==> src/rtl/wbm_request.sv <==
// wbm_request: Wishbone B4 pipelined initiator.
// Converts one command handshake into one single-beat bus cycle, with one
// transaction outstanding at a time. A missing ack is reported as an error
// response after a bounded number of cycles.
`timescale 1ns/1ps
module wbm_request #(
  parameter int ADDR_W         = 4,
  parameter int TIMEOUT_CYCLES = 1024
) (
  input  logic              wb_clk_i,
  input  logic              wb_rst_ni,
  // command side
  input  logic              cmd_valid,
  output logic              cmd_ready,
  input  logic              cmd_we,
  input  logic [ADDR_W-1:0] cmd_adr,
  input  logic [3:0]        cmd_sel,
  input  logic [31:0]       cmd_dat,
  // response side
  output logic              rsp_valid,
  input  logic              rsp_ready,
  output logic [31:0]       rsp_dat,
  output logic              rsp_err,
  // Wishbone bus
  output logic              wb_cyc_o,
  output logic              wb_stb_o,
  output logic              wb_we_o,
  output logic [ADDR_W-1:0] wb_adr_o,
  output logic [3:0]        wb_sel_o,
  output logic [31:0]       wb_dat_o,
  input  logic [31:0]       wb_dat_i,
  input  logic              wb_stall_i,
  input  logic              wb_ack_i
);

  // Counter only has to reach TIMEOUT_CYCLES-1, where it saturates.
  localparam int              CNT_W    = $clog2(TIMEOUT_CYCLES);
  localparam logic [CNT_W-1:0] CNT_LAST = CNT_W'(TIMEOUT_CYCLES - 1);

  typedef enum logic [1:0] {
    ST_IDLE = 2'd0,
    ST_REQ  = 2'd1,
    ST_WAIT = 2'd2,
    ST_RESP = 2'd3
  } state_e;

  state_e              state_q, state_d;
  logic                cyc_q, cyc_d;
  logic                stb_q, stb_d;
  logic                we_q, we_d;
  logic [ADDR_W-1:0]   adr_q, adr_d;
  logic [3:0]          sel_q, sel_d;
  logic [31:0]         dat_q, dat_d;
  logic                rsp_valid_q, rsp_valid_d;
  logic                rsp_err_q, rsp_err_d;
  logic [31:0]         rsp_dat_q, rsp_dat_d;
  logic [CNT_W-1:0]    cnt_q, cnt_d;
  logic                last_cycle_s;

  assign last_cycle_s = (cnt_q == CNT_LAST);

  // Next-state and next-output computation for the transaction FSM.
  always_comb begin
    state_d     = state_q;
    cyc_d       = cyc_q;
    stb_d       = stb_q;
    we_d        = we_q;
    adr_d       = adr_q;
    sel_d       = sel_q;
    dat_d       = dat_q;
    rsp_valid_d = rsp_valid_q;
    rsp_err_d   = rsp_err_q;
    rsp_dat_d   = rsp_dat_q;
    cnt_d       = cnt_q;

    case (state_q)
      ST_IDLE: begin
        if (cmd_valid) begin
          we_d    = cmd_we;
          adr_d   = cmd_adr;
          sel_d   = cmd_sel;
          dat_d   = cmd_dat;
          cyc_d   = 1'b1;
          stb_d   = 1'b1;
          cnt_d   = {CNT_W{1'b0}};
          state_d = ST_REQ;
        end else begin
          state_d = ST_IDLE;
        end
      end

      ST_REQ: begin
        // Budget runs from cyc assertion and saturates; an ack here is ignored.
        cnt_d = last_cycle_s ? cnt_q : cnt_q + CNT_W'(1);
        if (!wb_stall_i) begin
          stb_d   = 1'b0;
          state_d = ST_WAIT;
        end else if (last_cycle_s) begin
          cyc_d       = 1'b0;
          stb_d       = 1'b0;
          rsp_err_d   = 1'b1;
          rsp_dat_d   = 32'h0000_0000;
          rsp_valid_d = 1'b1;
          state_d     = ST_RESP;
        end else begin
          state_d = ST_REQ;
        end
      end

      ST_WAIT: begin
        cnt_d = last_cycle_s ? cnt_q : cnt_q + CNT_W'(1);
        if (wb_ack_i) begin
          rsp_dat_d   = we_q ? 32'h0000_0000 : wb_dat_i;
          rsp_err_d   = 1'b0;
          rsp_valid_d = 1'b1;
          cyc_d       = 1'b0;
          state_d     = ST_RESP;
        end else if (last_cycle_s) begin
          cyc_d       = 1'b0;
          stb_d       = 1'b0;
          rsp_err_d   = 1'b1;
          rsp_dat_d   = 32'h0000_0000;
          rsp_valid_d = 1'b1;
          state_d     = ST_RESP;
        end else begin
          state_d = ST_WAIT;
        end
      end

      ST_RESP: begin
        if (rsp_ready) begin
          rsp_valid_d = 1'b0;
          state_d     = ST_IDLE;
        end else begin
          state_d = ST_RESP;
        end
      end

      default: begin
        cyc_d       = 1'b0;
        stb_d       = 1'b0;
        rsp_valid_d = 1'b0;
        state_d     = ST_IDLE;
      end
    endcase
  end

  // State and output registers with synchronous active-low reset.
  always_ff @(posedge wb_clk_i) begin
    if (!wb_rst_ni) begin
      state_q     <= ST_IDLE;
      cyc_q       <= 1'b0;
      stb_q       <= 1'b0;
      we_q        <= 1'b0;
      adr_q       <= {ADDR_W{1'b0}};
      sel_q       <= 4'h0;
      dat_q       <= 32'h0000_0000;
      rsp_valid_q <= 1'b0;
      rsp_err_q   <= 1'b0;
      rsp_dat_q   <= 32'h0000_0000;
      cnt_q       <= {CNT_W{1'b0}};
    end else begin
      state_q     <= state_d;
      cyc_q       <= cyc_d;
      stb_q       <= stb_d;
      we_q        <= we_d;
      adr_q       <= adr_d;
      sel_q       <= sel_d;
      dat_q       <= dat_d;
      rsp_valid_q <= rsp_valid_d;
      rsp_err_q   <= rsp_err_d;
      rsp_dat_q   <= rsp_dat_d;
      cnt_q       <= cnt_d;
    end
  end

  assign cmd_ready = (state_q == ST_IDLE);
  assign wb_cyc_o  = cyc_q;
  assign wb_stb_o  = stb_q;
  assign wb_we_o   = we_q;
  assign wb_adr_o  = adr_q;
  assign wb_sel_o  = sel_q;
  assign wb_dat_o  = dat_q;
  assign rsp_valid = rsp_valid_q;
  assign rsp_err   = rsp_err_q;
  assign rsp_dat   = rsp_dat_q;

endmodule
==> config.mk <==
export PLATFORM = sky130hd
export DESIGN_NAME = wbm_request
export DESIGN_NICKNAME = d
export VERILOG_FILES = /design/src/rtl/wbm_request.sv
export SDC_FILE = /design/constraint.sdc
export NUM_CORES = 1
export LEC_CHECK = 0
export ABC_AREA = 1
export BUFFER_PORTS_ARGS = -buffer_cell sky130_fd_sc_hd__buf_2
export CAP_MARGIN = 0
export CORE_UTILIZATION = 48
export DETAILED_ROUTE_END_ITERATION = 12
export GPL_TIMING_DRIVEN = 0
export PLACE_DENSITY = 0.8
export SLEW_MARGIN = 40
export SYNTH_ARGS = -nofsm -noshare
export SYNTH_HDL_FRONTEND = slang
export SYNTH_SLANG_ARGS = --single-unit
==> constraint.sdc <==
create_clock -name wb_clk_i -period 2 [get_ports wb_clk_i]
set_input_delay 0.2 -clock wb_clk_i [delete_from_list [all_inputs] [get_ports wb_clk_i]]
set_output_delay 0.2 -clock wb_clk_i [all_outputs]
set_load 0.01 [all_outputs]
[After elaboration in Yosys (flattened, before gate mapping)]
Index checks and enable logic that the tools add are counted.
W data, S select, Z words.
Operators by class
  multiplexer cells: 33
  reductions and logical operators: 12
  equality and inequality tests: 9
  add/sub/neg operators: 1
Operators by type and width (count)
  $mux W32: 4
  $pmux W32 S2: 1
  $mux W10: 2
  $pmux W10 S2: 1
  $mux W1: 17
  $reduce_and A3 Y1: 4
  $add A10 B1 Y10 const B: 1
  $eq A10 B10 Y1 const B: 1
  $ne A2 B2 Y1 const B: 5
  $pmux W1 S3: 3
  $pmux W2 S4: 1
  $mux W2: 3
  $reduce_bool A3 Y1: 2
  $eq A2 B2 Y1 const B: 2
  $reduce_and A2 Y1: 2
  $reduce_bool A2 Y1: 2
  $eq A2 B1 Y1 const B: 1
  $logic_not A2 Y1: 1
  $pmux W1 S2: 1
  $reduce_or A2 Y1: 1
Word-level totals
  input bits: 79
  logic and storage cells: 66
  bits in registers: 89

[Logic depth before layout (Yosys ltp)]
Gate-level depths: netlist (run 1).
  depth in word-level cells: 4
  depth in mapped cells: 11

[Worst setup path before layout (run 1)]
Ideal clock, no wire load.
  path type: register to register
  start point: register state_q[0]
  end point: register cnt_q[1]
  cell stages (with the launch flop): 11
  arrival time: 1436 ps
  setup time: 113 ps
  required time: 1887 ps
  path slack: 451 ps
  path buffers: 0
  period minus slack after synthesis: 1549 ps
  cells stage by stage: dfxtp_1 inv_1 ha_1 inv_1 nor2_2 a21oi_4 nand2_4 inv_2 nand2_1 nand2_1 nor2_1
Between the ends
  elaborated cells on any way between the ends: 9
  classes of those cells: eq/ne: 4; mux: 1; reduce/logical: 4
RTL lines
  start: declaration: line 47  | state_e state_q, state_d;
  start signal: assignment: line 163  | state_q <= state_d;
  $logic_not A2 Y1 *
  net cmd_ready: line 14  | output logic cmd_ready,
  $ne A2 B2 Y1 (no source line) / $reduce_bool A2 Y1 (equally long branches)
  $reduce_and A3 Y1 (no source line)
  end signal: assignment: line 161  | cnt_q <= {CNT_W{1'b0}};
  end signal: assignment: line 173  | cnt_q <= cnt_d;
  end: declaration: line 57  | logic [CNT_W-1:0] cnt_q, cnt_d;
Mark *: on every way through the listed nets, which the timed path passes. The rest lies on a longest branch.
A chain may end at the register's enable or synchronous reset.

[Worst setup path after layout (run 1)]
  start point: register state_q[0]
  end point: register cnt_q[1]
Between the ends
  longest elaborated chain between the ends: 4
  elaborated cells on any way between the ends: 9
  classes of those cells: eq/ne: 4; mux: 1; reduce/logical: 4
Ends and longest elaborated chain
  $eq A2 B2 Y1 / $eq A2 B1 Y1 (equally long branches): line 76  | case (state_q)
  $reduce_or A2 Y1 (no source line)
  $ne A2 B2 Y1 (no source line) / $reduce_bool A2 Y1 (equally long branches)
  $reduce_and A3 Y1 (no source line)
Parallel ways exist; a longest one is shown, timed or not.

==> impl_metrics.yaml, run 1 <==
die:
  core_area_sq_um: 7848
  dieWidth_microns: 92.72
  fp-row-count: 32
  die-area_sq_um: 8596
  die_h_microns: 92.72
  pin_count: 157
  initial_core_util: 0.5033
routing:
  drtAntennaViolNets: 0
  dr.pass1.iters: 4
  via_per_inst: 5.018
  wire_per_inst_microns: 13.28
  vias: 3989
  drt-initial-drc-count: 155
  routed_wirelength_mm: 10.56
  drc_errors: 0
final_layout:
  area_delta_synth_final_pct: 28.48
  fin_nets: 773
  drive_above_1_share: 0.3449
  final_cells: 795
  fillers: 724
  diodes: 0
pwr:
  p_per_area_nw_per_um2: 758.6
  vdd_drop_max_mv: 0.4540
  static-leakage-power_nw: 2.562
sta:
  fin_crit_ns: 1.845
  fin_crit_sh: 0.9223
  drv_slew: 0
  finalHoldViolations: 0
  worst_hold_slack_ns: 0.08494
  slew_headroom: 0.6677
  setup_tns_ns: 0
  rsz0062_at_grt: "no"
  skew_ns: 0.009741
  final-setup-viol-count: 0
  fmax_ghz: 0.5421
  worstMarginPinSlew_ns: 0.4984
synthesis:
  syn_nets: 606
  seq_area_frac_synth: 0.4511
  yosysWarningCount: 0
  syn_area_sq_um: 3950
  post_synth.cell_area_avg_sq_um: 7.582
  synth_seq_cells: 89
  synth_cells: 521
  synth_cell_types: 33
placed_design:
  dp.cells: 779
  finalWeightedCongestion: 0.8607
  portBuffers: 156
  post-dp-hpwl_mm: 7.919
cts:
  hold_buffers: 0
  clk_pin_slew_ns: 0.10
  clk_latency_ns: 0.35
  numCtsBuffers: 9
  htree_levels: 3
  cts_max_path_buffers: 2
  cts_tree: "built"
  cts.sinks: 89
  clockRootBuffer: "clkbuf_8"
global_route:
  gr-usage-all-layers: 0.2484
  antenna_found_initial: 0
  grt_pass1_wl_mm: 17.15
  gr-total-overflow: 0
  grt_max_degree: 17
  grt_pass1_vias: 3776
worst_setup_path:
  worstPathRequired_ns: 2.25
  crit_chain: "inv_1 > ha_1 > inv_2 > a21oi_4 > nand2_4 > inv_2 > nand2_1 > nand2_1 > nor2_1"
  critPathKind: "flip-flop to flip-flop"
  slowest_delay_ns: 0.43
  crit_path_end_kind: "flip-flop"
  cp_max_fo: 8
  worst_path_max_delay_cell: "ha_1"
  start_kind: "flip-flop"
  crit_family: "adder cells"
  cp.arrival_ns: 2.09
  path_buf_inv: 3
worst_hold_path:
  hold_path.class: "primary input to flip-flop"
flow_run:
  cap_viol_max_count: 0
outcome:
  status: "finished, final reports clean"
[synthesized netlist by cell type (all sizes together)]
cell type,n,area (sq um)
inv,32,120.1
o211ai,8,80.08
o21ai,69,345.3
clkbuf,15,56.30
nand2,97,424.2
nand4,4,40.04
buf,15,87.58
a31oi,7,43.79
a21oi,30,198.9
nor3,6,30.03
nor2,104,429.2
xor2,3,26.28
nand3,32,185.2
a211oi,2,15.01
o31ai,1,7.510
clkinv,1,3.750
dfxtp,89,1782
ha,6,75.07
[final timing paths]
check / slack, ns / to / cells past startpoint / startpoint
worst min register to register: 0.48 / wb_dat_o[13]$_SDFFE_PN0P_ / 2 / wb_dat_o[13]$_SDFFE_PN0P_
worst min-delay path: 0.08 / wb_sel_o[0]$_SDFFE_PN0P_ / 3 / cmd_sel[0]
worst max-delay path: 0.16 / cnt_q[1]$_SDFFE_PN0P_ / 9 / state_q[0]$_SDFF_PN0_
worst max register to register: 0.16 / cnt_q[1]$_SDFFE_PN0P_ / 9 / state_q[0]$_SDFF_PN0_
[power breakdown]
part           switching (mW)  leakage [nW]  internal, mW  total [mW]
clock                   0.672        0.0971         0.625        1.30
sequential             0.0549         0.728          1.87        1.93
combinational           0.387          1.74         0.238       0.625
total                    1.11          2.56          2.74        3.85
[registers in the layout, indices dropped and copies added, names as in the netlist]
| register | flops |
|---|---|
| cnt_q | 10 |
| rsp_dat | 32 |
| rsp_err | 1 |
| rsp_valid | 1 |
| state_q | 2 |
| wb_adr_o | 4 |
| wb_cyc_o | 1 |
| wb_dat_o | 32 |
| wb_sel_o | 4 |
| wb_stb_o | 1 |
| wb_we_o | 1 |
[metrics by stage]
stage | util | cell area (sq um) | total power [mW] | worst slack (ns)
2_1_floorplan | - | 3950 | 2.331 | 0.4513
3_3_place_gp | 0.6191 | 4858 | 2.572 | 0.1874
3_5_place_dp | 0.6191 | 4858 | 2.591 | 0.1509
4_1_cts | 0.6459 | 5069 | 3.876 | 0.1254
5_1_grt | 0.6467 | 5075 | 4.037 | 0.01855
6_report | 0.6467 | 5075 | 3.850 | 0.1555
[what timing repair did]
action / 4_1_cts / 5_1_grt
endpoints found under the setup margin: 0 / 14
hold endpoints to repair: 0 / 0
setup buffers: 0 / 0
resized for setup: 0 / 5
[layout make-up]
class,count,area [sq um],share of cell area
buffer,30,146.4,0.02885
clock buffer,10,137.6,0.02712
clock inverter,6,72.57,0.01430
inverter,33,123.9,0.02441
multi-input combinational,369,1904,0.3752
sequential,89,1782,0.3511
tap,102,127.6,0.02515
timing repair buffer,156,780.7,0.1538
[routing by layer]
layer / vias up / share of wire / global-route usage
li1: 2036 / - / -
met1: 1816 / 0.43 / 0.2970
met2: 122 / 0.50 / 0.4346
met3: 15 / 0.056 / 0.05337
met4: 0 / 0.017 / 0.09487
met5: - / 0 / 0
[cell usage in the layout, fill, tap and decap left out, drive strengths merged]
cell type,netlist,final
a211oi,2,2
a21oi,30,30
a31oi,7,7
buf,15,171
bufinv,0,1
clkbuf,15,25
clkinv,1,1
clkinvlp,0,3
dfxtp,89,89
ha,6,6
inv,32,34
nand2,97,97
nand3,32,32
nand4,4,4
nor2,104,104
nor3,6,6
o211ai,8,8
o21ai,69,69
o31ai,1,1
xor2,3,3
[tightest hold or removal path: cells and delay by family]
| kind | cells | cell delay (ns) |
|---|---|---|
| AO/OA/AOI/OAI | 1 | 0.07 |
| buffers and inverters | 1 | 0.07 |
| AND/OR/NAND/NOR | 1 | 0.07 |
[logic make-up after synthesis]
family	after synthesis	share of synthesized area
buf+inv	63	0.06778
compound gates	117	0.1748
xor+xnor	3	0.006653
fa+ha+maj	6	0.01900
simple gates	243	0.2806
flops	89	0.4511
Power figures use the tool's default switching activity.
==> inputs of run 2 (changes only) <==
CELL_PAD_IN_SITES_DETAIL_PLACEMENT = 1   (was unset)
CELL_PAD_IN_SITES_GLOBAL_PLACEMENT = 2   (was unset)
CORE_UTILIZATION = 26   (was 48)
PLACE_DENSITY = 0.81   (was 0.8)
==> impl_metrics.yaml, run 2 (same netlist as run 1, synthesis figures left out) <==
outcome:
  status: "finished with violations"
  violations: "DRC"
global_route:
  use_met1: 0.2002
  grt_pass1_wl_mm: 21.09
  antenna_found_initial: 0
  grt_max_degree: 16
  gr-total-overflow: 0
  busiest_layer: "met2"
  grtUsageMet3: 0.04450
  grtUsageMet2: 0.2872
  gr-usage-all-layers: 0.1687
  grt_pass1_vias: 4229
worst_setup_path:
  start_kind: "flip-flop"
  worstPathRequired_ns: 2.27
  critPathKind: "flip-flop to flip-flop"
  cp_max_fo: 8
  r2r-start: "state_q[1]$_SDFF_PN0_"
  ff2ff_path_depth: 8
  reg2reg_setup_slack_ns: 0.21
  crit_path_end_kind: "flip-flop"
  cp.arrival_ns: 2.06
  r2r_end: "cnt_q[3]$_SDFFE_PN0P_"
cts:
  clockRootBuffer: "clkbuf_16"
  clk_latency_ns: 0.34
  numCtsBuffers: 9
  post_cts_buffers: 0
  cts_tree: "built"
  cts_resized: 0
  hold_buffers: 0
  clk_pin_slew_ns: 0.07
  cts_max_path_buffers: 2
  htree_levels: 3
  cts.sinks: 89
pwr:
  p_per_area_nw_per_um2: 836.9
  vdd_drop_max_mv: 0.3662
  static-leakage-power_nw: 2.621
worst_hold_path:
  hp-start: "cmd_dat[11]"
  min_path_cells: 3
  hold_end: "wb_dat_o[11]$_SDFFE_PN0P_"
  hold_path.class: "primary input to flip-flop"
die:
  die-area_sq_um: 15690
  fp-row-count: 44
  pin_count: 157
  die_h_microns: 125.3
  dieWidth_microns: 125.3
  core_area_sq_um: 14700
  initial_core_util: 0.2687
routing:
  dr.pass1.iters: 8
  wire_per_inst_microns: 14.49
  drt-initial-drc-count: 139
  drtAntennaViolNets: 0
  vias: 4022
  routed_wirelength_mm: 12.70
  via_per_inst: 4.586
  drc_errors: 6
final_layout:
  seq_area_sq_um: 1782
  diodes: 0
  drive_above_1_share: 0.3463
  layout_common_cells: "166 x buf_2, 98 x nor2_1, 89 x dfxtp_1"
  area_delta_synth_final_pct: 33.89
  fillers: 1844
  layout_commonest_cell: "buf_2"
  multi_input_area_sq_um: 1907
  final_cells: 877
  fin_nets: 773
placed_design:
  post-dp-hpwl_mm: 9.962
  finalWeightedCongestion: 0.7913
  dp.cells: 861
  portBuffers: 156
sta:
  drv_slew: 0
  slew_headroom: 0.6382
  fin_crit_sh: 0.8974
  rsz0062_at_grt: "no"
  worst_hold_slack_ns: 0.1091
  worstMarginPinSlew_ns: 0.5428
  finalHoldViolations: 0
  setup_tns_ns: 0
  fmax_ghz: 0.5572
  final-setup-viol-count: 0
  skew_ns: 0.005848
  fin_crit_ns: 1.795
flow_run:
  cap_viol_max_count: 0
run 2: cell types whose count changed in the layout (fill, tap and decap cells not counted), sizes merged:
cell / delta
buf: +1
bufinv: +1
clkbuf: -1
clkinv: +2
clkinvlp: -3
run 2: layer usage:
layer	wire length (microns)	part of all wire	up-vias
met3	759	0.060	15
met2	6088	0.48	94
met4	265	0.021	0
met1	5591	0.44	1879
met5	0	0	-
li1	-	-	2034
run 2: stage by stage:
step / instance area (sq um) / total power [mW] / util / setup WS, ns
6_report: 5289 / 4.426 / 0.3598 / 0.2052
3_3_place_gp: 4961 / 2.597 / 0.3375 / 0.08736
3_5_place_dp: 4961 / 2.625 / 0.3375 / 0.008100
4_1_cts: 5280 / 4.504 / 0.3592 / 0.01939
5_1_grt: 5289 / 4.665 / 0.3598 / 0.02989
2_1_floorplan: 3950 / 2.331 / - / 0.4513
run 2: area by class of cell:
cell class,instances,share of cell area
tap,184,0.04353
timing repair buffer,156,0.1476
buffer,30,0.02768
sequential,89,0.3369
multi-input combinational,369,0.3605
clock inverter,6,0.01703
clock buffer,10,0.04329
inverter,33,0.02342
run 2: report_power, final:
group | switching [mW] | internal [mW] | leakage (nW)
registers | 0.0566 | 1.87 | 0.728
clock network | 0.745 | 1.10 | 0.159
logic | 0.405 | 0.240 | 1.73
run 2: how the worst max path moves through the flow:
| stage | startpoint | endpoint | slack (ns) | depth (start not counted) |
|---|---|---|---|---|
| after floorplan | state_q[0]$_SDFF_PN0_ | cnt_q[1]$_SDFFE_PN0P_ | 0.45 | 10 |
| after global placement | state_q[0]$_SDFF_PN0_ | cnt_q[9]$_SDFFE_PN0P_ | 0.09 | 7 |
| after detailed placement | state_q[0]$_SDFF_PN0_ | cnt_q[9]$_SDFFE_PN0P_ | 0.008 | 7 |
| after CTS | state_q[0]$_SDFF_PN0_ | cnt_q[9]$_SDFFE_PN0P_ | 0.02 | 7 |
| after global routing | state_q[0]$_SDFF_PN0_ | rsp_dat[16]$_SDFFE_PN0P_ | 0.03 | 7 |
| final | state_q[1]$_SDFF_PN0_ | cnt_q[3]$_SDFFE_PN0P_ | 0.21 | 8 |
run 2: worst max-delay path, stage by stage (launching register included):
cell	delay, ns
dfxtp_1	0.39
inv_1	0.08
ha_2	0.42
inv_2	0.12
a21oi_4	0.28
nand2_4	0.12
inv_2	0.12
nand2_1	0.06
a21oi_1	0.13
==> inputs of run 3 (changes only) <==
GPL_TIMING_DRIVEN = unset   (was 0)
==> impl_metrics.yaml, run 3 (same netlist as run 1, synthesis figures left out) <==
die:
  initial_core_util: 0.2687
  core_area_sq_um: 14700
  pin_count: 157
  die_h_microns: 125.3
  die-area_sq_um: 15690
  dieWidth_microns: 125.3
  fp-row-count: 44
pwr:
  intPower_mw: 3.001
  p_switching_mw: 1.276
  swShare: 0.2983
  clkPwrFrac: 0.400
  vdd_drop_max_mv: 0.3724
  static-leakage-power_nw: 2.578
  p_per_area_nw_per_um2: 819.9
  pwr-share-seq: 0.451
  pwr-share-comb: 0.149
worst_setup_path:
  cp.arrival_ns: 2.02
  start_kind: "flip-flop"
  cp_max_fo: 8
  worstPathRequired_ns: 2.28
  crit_path_end_kind: "flip-flop"
  critPathKind: "flip-flop to flip-flop"
cts:
  clk_pin_slew_ns: 0.08
  cts.sinks: 89
  cts_max_path_buffers: 2
  htree_levels: 3
  post_cts_buffers: 0
  clockRootBuffer: "clkbuf_16"
  hold_buffers: 0
  cts_tree: "built"
  numCtsBuffers: 9
  clk_latency_ns: 0.36
  cts_resized: 0
final_layout:
  layout_common_cells: "156 x buf_2, 98 x nor2_1, 89 x dfxtp_1"
  drive_above_1_share: 0.3477
  diodes: 0
  fin_util: 0.3549
  layout_commonest_cell: "buf_2"
  area_delta_synth_final_pct: 32.06
  fin_nets: 753
global_route:
  antenna_found_initial: 0
  gr-total-overflow: 0
  grt_max_degree: 78
  grt_pass1_wl_mm: 20.64
  gr-usage-all-layers: 0.1656
  grt_pass1_vias: 4057
outcome:
  violations: "DRC"
  status: "finished with violations"
placed_design:
  portBuffers: 156
  finalWeightedCongestion: 0.8235
  post-dp-hpwl_mm: 8.992
routing:
  routed_wirelength_mm: 12.55
  drt-initial-drc-count: 179
  wire_per_inst_microns: 14.64
  dr.pass1.iters: 9
  drtAntennaViolNets: 0
  vias: 3929
  via_per_inst: 4.585
  drc_errors: 6
sta:
  slew_headroom: 0.7063
  fmax_ghz: 0.5733
  finalHoldViolations: 0
  setup_tns_ns: 0
  fin_crit_ns: 1.744
  rsz0062_at_grt: "no"
  fin_crit_sh: 0.8722
  skew_ns: 0.01609
  worstMarginPinSlew_ns: 0.4405
  drv_slew: 0
  final-setup-viol-count: 0
worst_hold_path:
  hold_path.class: "primary input to flip-flop"
flow_run:
  cap_viol_max_count: 0
[run 3: changes by cell type in the layout (fill, tap and decap cells not counted), sizes merged]
| cell | delta |
|---|---|
| clkbuf | -15 |
| bufinv | -2 |
| inv | +1 |
| buf | -6 |
| clkinv | +2 |
[run 3: cell type report]
type                            count  area (sq um)
Fill cell                        1823          9483
Clock inverter                      7         73.82
Clock buffer                        9         225.2
Multi-Input combinational cell    369          1901
Tap cell                          184         230.2
Timing Repair Buffer              166         880.8
Sequential cell                    89          1782
Inverter                           33         123.9
[run 3: through the flow]
stage | total power, mW | hold slack, ns | instance area, sq um | setup slack (ns) | cells
finish | 4.277 | 0.09578 | 5216 | 0.2556 | 857
global route | 4.506 | 0.09808 | 5216 | 0.09058 | 857
CTS | 4.361 | 0.07773 | 5216 | 0.2445 | 857
detailed placement | 2.620 | 0.4619 | 4917 | 0.2465 | 841
global placement | 2.598 | 0.4488 | 4917 | 0.3387 | 841
floorplan | 2.331 | 0.3660 | 3950 | 0.4513 | 521
[run 3: layer usage]
layer	up-vias	global-route usage	share of wire
met5	-	0	0
met3	13	0.04707	0.057
met4	0	0.04735	0.011
li1	1996	-	-
met2	86	0.2918	0.49
met1	1834	0.1952	0.44
[run 3: final timing paths]
kind                            slack, ns  depth (start not counted)                         to                 startpoint
worst max register to register       0.26                          9      cnt_q[3]$_SDFFE_PN0P_      state_q[0]$_SDFF_PN0_
worst min-delay path                  0.1                          3  wb_dat_o[18]$_SDFFE_PN0P_                cmd_dat[18]
worst max-delay path                 0.26                          9      cnt_q[3]$_SDFFE_PN0P_      state_q[0]$_SDFF_PN0_
worst min register to register       0.48                          2  wb_dat_o[11]$_SDFFE_PN0P_  wb_dat_o[11]$_SDFFE_PN0P_
[run 3: worst max-delay path, cell delays in order, from the launching register on]
cell and delay, ns:
dfxtp_1 0.38, inv_1 0.08, ha_1 0.27, inv_1 0.16, nor2_2 0.10, a21oi_4 0.28
nand2_4 0.12, inv_2 0.11, nand2_1 0.05, a21oi_1 0.13
[run 3: power by group through the flow]
stage	Sequential, mW	Clock (mW)	Combinational (mW)
6_report	1.93	1.71	0.638
5_1_grt	1.95	1.84	0.718
4_1_cts	1.93	1.78	0.650
3_5_place_dp	1.97	0	0.648
3_3_place_gp	1.97	0	0.631
2_1_floorplan	2.01	0	0.318
